`src/rtl/dsp_pkg.sv`:
```
// Shared widths and operand types for the multiply-accumulate slices.
package dsp_pkg;

    localparam int DSP_A_W = 16;
    localparam int DSP_B_W = 8;
    localparam int DSP_P_W = 48;
    localparam int DSP_M_W = DSP_A_W + DSP_B_W;

    typedef logic signed [DSP_A_W-1:0] coef_t;
    typedef logic        [DSP_B_W-1:0] pix_t;
    typedef logic signed [DSP_P_W-1:0] acc_t;

endpackage

```
`src/rtl/dsp_16x8.sv`:
```
// Signed coefficient x unsigned pixel MAC tap with cascade add; 2-cycle pipeline
// (M and P registers), chained via p_o -> pc_i of the next slice.
module dsp_16x8
    import dsp_pkg::*;
#(
    parameter int A_W = DSP_A_W,
    parameter int B_W = DSP_B_W,
    parameter int P_W = DSP_P_W
) (
    input  logic           clk,
    input  logic           rst_n,
    input  logic [A_W-1:0] a,
    input  logic [B_W-1:0] b,
    input  logic [P_W-1:0] pc_i,
    output logic [P_W-1:0] p_o
);

    localparam int M_W = A_W + B_W;

    logic [M_W-1:0] w_a_ext;
    logic [M_W-1:0] w_b_ext;
    logic [M_W-1:0] w_prod;
    logic [P_W-1:0] w_m_ext;
    logic [P_W-1:0] w_sum;

    logic [M_W-1:0] r_m;
    logic [P_W-1:0] r_pc;
    logic [P_W-1:0] r_p;

    // Pixel is zero-extended, so the M_W-bit product is exact and never overflows.
    assign w_a_ext = {{B_W{a[A_W-1]}}, a};
    assign w_b_ext = {{A_W{1'b0}}, b};
    assign w_prod  = $signed(w_a_ext) * $signed(w_b_ext);

    assign w_m_ext = {{(P_W-M_W){r_m[M_W-1]}}, r_m};
    assign w_sum   = w_m_ext + r_pc;

    always_ff @(posedge clk or negedge rst_n) begin
        if (!rst_n) begin
            r_m  <= '0;
            r_pc <= '0;
        end else begin
            r_m  <= w_prod;
            r_pc <= pc_i;
        end
    end

    always_ff @(posedge clk or negedge rst_n) begin
        if (!rst_n) begin
            r_p <= '0;
        end else begin
            r_p <= w_sum;
        end
    end

    assign p_o = r_p;

endmodule

```
`config.mk`:
```
export PLATFORM = sky130hd
export DESIGN_NAME = dsp_16x8
export DESIGN_NICKNAME = d
export VERILOG_FILES = /design/src/rtl/dsp_pkg.sv /design/src/rtl/dsp_16x8.sv
export SDC_FILE = /design/constraint.sdc
export NUM_CORES = 1
export LEC_CHECK = 0
export CORE_ASPECT_RATIO = 1.75
export CORE_MARGIN = 1.5
export CORE_UTILIZATION = 45
export DETAILED_ROUTE_END_ITERATION = 12
export GPL_TIMING_DRIVEN = 0
export PLACE_DENSITY = 0.72
export SETUP_SLACK_MARGIN = 0.15
export SKIP_CTS_REPAIR_TIMING = 1
export SLEW_MARGIN = 40
export SYNTH_ARGS = -nofsm -noshare
export SYNTH_HDL_FRONTEND = slang
export SYNTH_SLANG_ARGS = --single-unit
```
`constraint.sdc`:
```
create_clock -name clk -period 5.2 [get_ports clk]
set_input_delay 1.56 -clock clk [delete_from_list [all_inputs] [get_ports clk]]
set_output_delay 1.56 -clock clk [all_outputs]
set_load 0.02 [all_outputs]
```
==> impl_metrics.env, run 1 <==
export IMPL_timing_worst_setup_path_type="input pin to flip-flop"
export IMPL_cts_htree_levels=4
export IMPL_initial_core_util_pct=46.1
export IMPL_timing_critical_path_slowest_cell_delay_ps=540
export IMPL_cts_path_max_buffers=2
export IMPL_ys_seq_elements=120
export IMPL_status="complete, but fails checks"
export IMPL_grt_antenna_before_repair=0
export IMPL_yosys_top_cells_area="dfrtp_1 29%, fa_1 20%, ha_1 12%"
export IMPL_yosysSeqAreaShare_pct=29.4
export IMPL_gr_usage_met3_pct=2.16
export IMPL_drc_marker_count_from_the_first_detailed_route_iteration=358
export IMPL_synthesis_area_sq_um=10200
export IMPL_fmax_mhz=181
export IMPL_postLayoutSetupSlackWorst_ps=-334
export IMPL_track_usage_pct=20.8
export IMPL_grtUsageMet1_pct=20.8
export IMPL_synth_area_in_compound_gates_pct=13.7
export IMPL_yosysUniqueCellTypes=64
export IMPL_cts_buffers=17
export IMPL_main_combinational_cell_family_by_area_after_synthesis="adder cells"
export IMPL_setup_worst_path_end_class="flip-flop"
export IMPL_hold_viol_final=0
export IMPL_worst_hold_path_type="flip-flop to flip-flop"
export IMPL_slew_viol_final=0
export IMPL_yosysTopAreaCell="dfrtp_1"
export IMPL_cellPowerDensity_nw_per_um2=584
export IMPL_drt_total_wl_um=23600
export IMPL_place_port_buffers=121
export IMPL_area_growth_syn_to_layout_pct=26.8
export IMPL_insertedDiodeCount=0
export IMPL_firstDrtPassIters=5
export IMPL_first_global_vias=8127
export IMPL_final_core_utilization_pct=58.5
export IMPL_peakVddDrop_mv=0.204
export IMPL_yosys_area_top_type_share_pct=29.4
export IMPL_finalSetupViolations=7
export IMPL_violations="setup timing"
export IMPL_clock_sinks=120
export IMPL_synthesis_instances=1037
export IMPL_postRouteAntennaNets=0
export IMPL_synth_adder_area_share_pct=31.3
export IMPL_crit_chain="buf_2, and2_1, fa_1, inv_1, fa_1, inv_2, fa_2, inv_1, fa_2, inv_2, ha_4, o21a_1, o31ai_4, o211a_1, o41ai_4, a211o_1, a31oi_1, xnor2_1"
export IMPL_core_area_sq_um=22200
export IMPL_gr_max_usage_layer="met2"
export IMPL_detailroute_via_count=7709
export IMPL_dpl_hpwl_um=19100
export IMPL_share_of_post_route_cells_with_drive_strength_above_1_pct=14.6
export IMPL_timing_critical_path_fanout_max=8
export IMPL_cp_required_ps=5490
export IMPL_die_area_sq_um=23700
export IMPL_async_reset_ff_share_pct=100
export IMPL_row_count=72
export IMPL_max_slew_margin_pct=56.0
export IMPL_worst_slew_pin_transition_ps=659
export IMPL_pre_cts_slack_ps=-1620
export IMPL_post_route_drc_count=0
export IMPL_chipWidth_um=117
export IMPL_met2_usage_in_global_routing_pct=41.5
export IMPL_power_total_w=0.00756
export IMPL_synth_enable_flop_cells=0
export IMPL_finalCritPeriodShare_pct=106
export IMPL_final_min_clock_period_ps=5530
export IMPL_chipHeight_um=202
export IMPL_ioPinCount=122
export IMPL_yosys_area_share_simple_pct=12.5
export IMPL_synth_mux_area_share_pct=0.0980
export IMPL_max_cap_violations=0
export IMPL_clk_pin_slew_ps=50
export IMPL_grt_first_pass_wirelength_um=37800
export IMPL_finalHoldWorstSlack_ps=479
export IMPL_syn_avg_cell_area_sq_um=9.85
export IMPL_clock_skew_ps=6.66
export IMPL_synth_xor_area_share_pct=5.83
export IMPL_yosysWarningCount=0
export IMPL_routed_via_density=5.12
export IMPL_leftover_overflow_at_the_end_of_global_routing=0
export IMPL_root_buffer="clkbuf_16"
export IMPL_slowest_stage="fa_2"
export IMPL_cp_start_kind="input pin"
export IMPL_routedWlPerCell_um=15.7
export IMPL_syn_nets=1306
export IMPL_ys_flop_type="dfrtp_1"
export IMPL_cp_arrival_ps=5830
export IMPL_cts_tree="done"
export IMPL_power_static_leakage_nw=6.18
export IMPL_gp_routability_congestion=0.935
export IMPL_design_final_nets=1466
export IMPL_grt_setup_unrepaired="true"
export IMPL_worstSkewPairLatency_ps=410
export IMPL_grt_max_degree=64
[logic make-up (layout without fill, tap and decap cells)]
logic type | count (synthesis) | in the layout
multiplexers | 1 | 1
AO/OA/AOI/OAI | 203 | 203
adder cells (fa/ha/maj) | 195 | 195
buffers and inverters | 193 | 366
AND/OR/NAND/NOR | 257 | 257
flip-flops | 120 | 120
XOR/XNOR | 68 | 68
[worst max-delay path, delay by kind of cell]
family          cells  cell delay, ps
compound gates      6            1250
simple gates        1             180
fa+ha+maj           5            2360
xor+xnor            1             130
buf+inv             5             350
[cell usage after synthesis, types with 2 or more instances]
master	instances
inv_1	176
a21boi_0	6
fa_1	101
and3_1	9
a21oi_2	2
a31oi_1	9
o211ai_2	3
xnor2_1	49
a221oi_1	4
clkbuf_1	15
ha_1	94
nor3_1	5
o21a_1	7
buf_2	2
a211oi_2	2
nor3b_1	3
a21o_1	23
nor2_1	29
o21bai_1	15
nand3_1	11
o211ai_1	3
nand2_1	99
or2_2	3
nor2b_1	6
xor2_1	19
o21ai_1	5
nand4_1	8
o21ai_0	26
a221o_1	2
nand2_2	2
a211o_1	3
o22ai_1	2
a311oi_1	2
dfrtp_1	120
o31ai_1	4
o41ai_2	2
nand2b_1	9
and2_1	67
a21oi_1	65
[routing by layer]
layer | up-vias | routed length (um) | share of wire, %
met1 | 3782 | 8370 | 35
met5 | - | 0 | 0
met3 | 63 | 593 | 2.5
li1 | 3695 | - | -
met4 | 0 | 982 | 4.2
met2 | 169 | 13700 | 58
[layout by cell type (no fill, tap or decap), types with 7 or more instances in the layout]
cell	synthesis	final
a21oi_1	65	58
inv_1	176	161
inv_2	0	15
nor2_1	29	29
nand3_1	11	10
and3_1	9	9
a31oi_1	9	9
a21o_1	23	23
ha_1	94	82
a21oi_2	2	9
buf_4	0	14
and2_1	67	64
clkdlybuf4s50_1	0	96
o21bai_1	15	15
clkbuf_2	0	10
ha_4	0	10
o21ai_1	5	7
nand2_2	2	17
nand2b_1	9	9
fa_1	101	96
dfrtp_1	120	119
clkbuf_16	0	21
xor2_1	19	19
nand2_1	99	81
xnor2_1	49	49
o21a_1	7	7
o21ai_0	26	23
nand4_1	8	8
[metrics by stage]
| step | instance area [sq um] | cells | setup TNS [ps] |
|---|---|---|---|
| 6_report | 13000 | 1506 | -1580 |
| 3_3_place_gp | 12100 | 1454 | -224100 |
| 2_1_floorplan | 10500 | 1037 | -1670 |
| 4_1_cts | 12700 | 1487 | -11020 |
| 3_5_place_dp | 12100 | 1455 | -18190 |
| 5_1_grt | 13000 | 1506 | -2990 |
[path summary, 6_finish.rpt]
check | start | end | slack (ps) | cells after the start
worst max-delay path | a[5] | r_m[23] | -330 | 18
max in group asynchronous | rst_n | r_m[23] | 3490 | 2
worst min register to register | r_m[0] | p_o[0] | 480 | 1
worst max register to register | r_pc[0] | p_o[46] | 1760 | 12
worst min-delay path | r_m[0] | p_o[0] | 480 | 1
min in group asynchronous | rst_n | p_o[1] | 1060 | 1
[cell type report]
type,instances,area [sq um]
plain buffers,17,173
flip-flops and latches,120,3000
multi-input cells,724,6780
clock inverters,15,106
inverters,176,661
fillers,1964,9210
clock buffers,17,425
repair buffers,141,1430
well taps,296,370
[where the power goes]
| group | leakage (nW) | total, W | internal (W) | switching [W] |
|---|---|---|---|---|
| Sequential | 1.40 | 0.00140 | 0.00128 | 0.000125 |
| Clock | 0.251 | 0.00102 | 0.000606 | 0.000418 |
| Combinational | 4.53 | 0.00513 | 0.00234 | 0.00280 |
[state kept, by name (all words and copies together) (netlist names)]
name	flops
r_m	24
r_pc	48
p_o	48
Note: power is estimated with default switching activity, not from simulation.
==> run 2: changes to the inputs <==
Settings changed: SKIP_LAST_GASP from default to 1.
==> results of run 2 <==
Same layout as run 1: the final DEF is identical, and so are final timing and power.
==> RTL edit 1: new RTL, settings of run 2 <==
Register the inputs `a`, `b` and `pc_i` before use, cleared by the reset. The logic sees them one clock later.
--- a/src/rtl/dsp_16x8.sv
+++ b/src/rtl/dsp_16x8.sv
@@ -18,4 +18,20 @@
     localparam int M_W = A_W + B_W;
 
+    logic [A_W-1:0] a_q;
+    logic [B_W-1:0] b_q;
+    logic [P_W-1:0] pc_q;
+
+    always_ff @(posedge clk or negedge rst_n) begin
+        if (!rst_n) begin
+            a_q  <= '0;
+            b_q  <= '0;
+            pc_q <= '0;
+        end else begin
+            a_q  <= a;
+            b_q  <= b;
+            pc_q <= pc_i;
+        end
+    end
+
     logic [M_W-1:0] w_a_ext;
     logic [M_W-1:0] w_b_ext;
@@ -29,6 +45,6 @@
 
     // Pixel is zero-extended, so the M_W-bit product is exact and never overflows.
-    assign w_a_ext = {{B_W{a[A_W-1]}}, a};
-    assign w_b_ext = {{A_W{1'b0}}, b};
+    assign w_a_ext = {{B_W{a_q[A_W-1]}}, a_q};
+    assign w_b_ext = {{A_W{1'b0}}, b_q};
     assign w_prod  = $signed(w_a_ext) * $signed(w_b_ext);
 
@@ -42,5 +58,5 @@
         end else begin
             r_m  <= w_prod;
-            r_pc <= pc_i;
+            r_pc <= pc_q;
         end
     end
Check against the original RTL: not equivalent (Yosys sat finds a counterexample within 4 cycles, from zero or initial values and one cycle with rst_n low).
==> RTL edit 1 against run 2 <==
Die area increased by 17%; cell area increased by 13%; total power increased by 9.8%; maximum frequency increased by 13%; sequential cell count increased by 72; critical endpoint is now r_m[20]; routed wire length increased by 9.9%; worst setup slack improved by 0.62 ns; synthesized area increased by 18%.
==> RTL edit 1: results (changes against run 2) <==
Place
  • GPL Wtd Cong: 0.9056 (-3.1%)
  • Detailed placement HPWL: 20760 um (+8.5%)
  • Placed cell count: 1556 (+6.9%)
  • Pre-CTS WS: -0.6928 ns (+0.9266 ns)

Hold path
  • Hold EP: r_pc[30]
  • Hold depth: 0 (-1)

Synth
  • Synth Area in Compound Gates: 0.1167 (-0.02058)
  • Xor/xnor share of the synthesized area: 0.04955 (-0.008738)
  • Mux cell area share after synthesis: 0.0008328 (-0.0001469)
  • Area contributors post-synth: dfrtp_1 (40%), fa_1 (17%), ha_1 (9.8%)
  • Adder-cell share of the synthesized area: 0.2661 (-0.04692)

GRT
  • Pin count of the biggest net entering global routing: 77 (+20%)
  • Met3 GRT Util: 0.03437 (+0.01278)
  • GR met1 Demand/Resource: 0.1923 (-0.01587)
  • Initial antenna violation count: 2 (+2)
  • Met2 Resource Use GR: 0.3914 (-0.02397)
  • First-pass GRT wire length: 42550 um (+12%)

Critical path
  • Worst-path fanout max: 7 (-1)
  • R2R setup slack: 0.28 ns (-1.48 ns)
  • R2R Path Start: b_q[2]

Power and ir drop
  • Leak Pwr: 0.006899 uW (+12%)

Status
  • Status: completed

Routing
  • Iter 0 DRT Violations: 226 (-37%)

Cells and area
  • Final net count: 1530 (+4.4%)
  • Fillers: 2238 (+14%)

Clock network
  • Clk_lat worst skew: 0.45 ns (+0.04 ns)

Timing
  • Clock Skews: 0.01257 ns (+0.005902 ns)
-- RTL edit 1: worst max-delay path, stage by stage (launching register included) --
cell	delay, ns
dfrtp_2	0.49
buf_8	0.16
nand2_1	0.08
fa_1	0.55
inv_1	0.06
fa_1	0.50
inv_1	0.05
fa_1	0.46
fa_1	0.49
inv_1	0.06
ha_4	0.25
o21a_1	0.13
o21ai_2	0.22
a31o_4	0.19
o22ai_2	0.08
o41a_1	0.44
a211o_1	0.33
a21oi_2	0.14
xnor2_1	0.13
-- RTL edit 1: stage by stage --
stage	TNS (ns)	cell area [um2]
floorplan	0	12020
global placement	-958.44	13640
detailed placement	-2.620	13700
CTS	-2.872	14300
global route	0	14610
finish	0	14610
-- RTL edit 1: how the worst max path moves through the flow --
| stage | endpoint | depth (start not counted) |
|---|---|---|
| 6_report | r_m[20] | 18 |
| 2_1_floorplan | r_m[23] | 19 |
| 3_5_place_dp | r_m[23] | 19 |
| 5_1_grt | r_m[20] | 19 |
| 4_1_cts | r_m[23] | 19 |
| 3_3_place_gp | pc_q[19] | 1 |
-- RTL edit 1: power breakdown --
group | internal, uW | switching (uW)
logic | 2220 | 2740
clock network | 706 | 607
registers | 1870 | 160
-- RTL edit 1: cell families after synthesis --
group,Yosys count
AOI/OAI and AO/OA,203
xor gates and xnor gates,68
adders and majority gates,195
buffers and inverters,193
DFF,192
muxes,1
and+or+nand+nor,257
-- RTL edit 1: layer usage --
| metal | up-vias | wire, um |
|---|---|---|
| li1 | 3897 | - |
| met1 | 4012 | 9105 |
| met2 | 194 | 14790 |
| met3 | 76 | 712 |
| met4 | 0 | 1335 |
| met5 | - | 0 |
-- RTL edit 1: area by class of cell --
type / instances / area share
multi-input combinational: 724 / 0.4553
inverter: 176 / 0.04523
clock buffer: 19 / 0.03101
clock inverter: 13 / 0.01011
antenna: 2 / 0.0003426
timing repair buffer: 133 / 0.09243
buffer: 17 / 0.008223
tap: 324 / 0.02775
sequential: 192 / 0.3296
==> RTL edit 2: new RTL, flow settings as in run 2 <==
Made on the original files. The package constant `DSP_A_W` goes from 16 to 12.
--- a/src/rtl/dsp_pkg.sv
+++ b/src/rtl/dsp_pkg.sv
@@ -2,5 +2,5 @@
 package dsp_pkg;
 
-    localparam int DSP_A_W = 16;
+    localparam int DSP_A_W = 12;
     localparam int DSP_B_W = 8;
     localparam int DSP_P_W = 48;
Ports: changed (resized a); port bits go from 122 to 118. No check against the original RTL was run, so the function may have changed too.
==> RTL edit 2 against run 2 <==
Register-to-register slack gained 0.03 ns; cell area down 11%; the flow still finishes with violations (setup timing); highest routed layer unchanged; worst setup slack improved by 0.25 ns; largest power group unchanged; sequential cell count down 4; synthesized area fell by 11%; global-route usage grew 1.1 points; routed wire length shrank 9.8%; total power shrank 9.2%.
==> RTL edit 2: results (changes against run 2) <==
Status
  • Status: finished, violations left
  • Failing checks: setup timing

Critical path
  • CP endpoint: r_m[17]
  • Critical path data arrival time: 5.62 ns (-0.21 ns)
  • R2R depth: 11 (-1)
  • R2R setup slack: 1.79 ns (+0.03 ns)
  • R2R Path Start: r_m[19]

GRT
  • First-pass GRT wire length: 34840 um (-7.9%)
  • GR met1 Demand/Resource: 0.2014 (-0.006771)
  • Met3 GRT Util: 0.02802 (+0.006435)

Synth
  • Synthesized instance count: 907 (-13%)
  • Mux cell area share after synthesis: 0 (-0.0009797)
  • Synth unique cells: 59 (-7.8%)
  • Area contributors post-synth: dfrtp_1 (32%), fa_1 (17%), ha_1 (12%)
  • Synth Area in Compound Gates: 0.1337 (-0.003566)
  • Adder-cell share of the synthesized area: 0.2887 (-0.02433)

Routing
  • DR vias: 6878 (-11%)
  • Iter 0 DRT Violations: 287 (-20%)

Timing
  • Final WS setup: -0.08618 ns (+0.2475 ns)
  • Worst hold slack: 0.4675 ns (-0.01123 ns)
  • Worst slew margin: 0.5359 (-0.02407)
  • Endpoints failing setup: 3 (-4)

Place
  • GPL Wtd Cong: 0.9168 (-1.9%)
  • Detailed placement HPWL: 17470 um (-8.7%)
  • Area after DPL: 10790 um2 (-11%)
  • Pre-CTS WS: -1.138 ns (+0.4815 ns)

Power and ir drop
  • Leak Pwr: 0.005550 uW (-10%)
RTL edit 2: changes by cell type in the layout (fill, tap and decap cells not counted), sizes merged, moves of 8 or more:
cell   delta
nand2    -15
a21o     +12
ha        -8
inv      -50
fa       -24
and2     -15
RTL edit 2: how the worst min path moves through the flow:
stage             from      to  slack [ns]
3_3_place_gp   r_pc[0]  p_o[0]        0.45
3_5_place_dp   r_pc[0]  p_o[0]        0.46
4_1_cts        r_pc[0]  p_o[0]        0.47
6_report       r_pc[0]  p_o[0]        0.47
2_1_floorplan  r_pc[0]  p_o[0]        0.44
5_1_grt        r_pc[0]  p_o[0]        0.50
RTL edit 2: layout make-up:
cell class,instances,area (um2)
Fill cell,1733,8162
Multi-Input combinational cell,637,5789
Sequential cell,116,2904
Timing Repair Buffer,133,1292
Inverter,127,479.2
Clock buffer,18,439.2
Tap cell,245,306.5
Buffer,27,207.7
Clock inverter,13,158.9
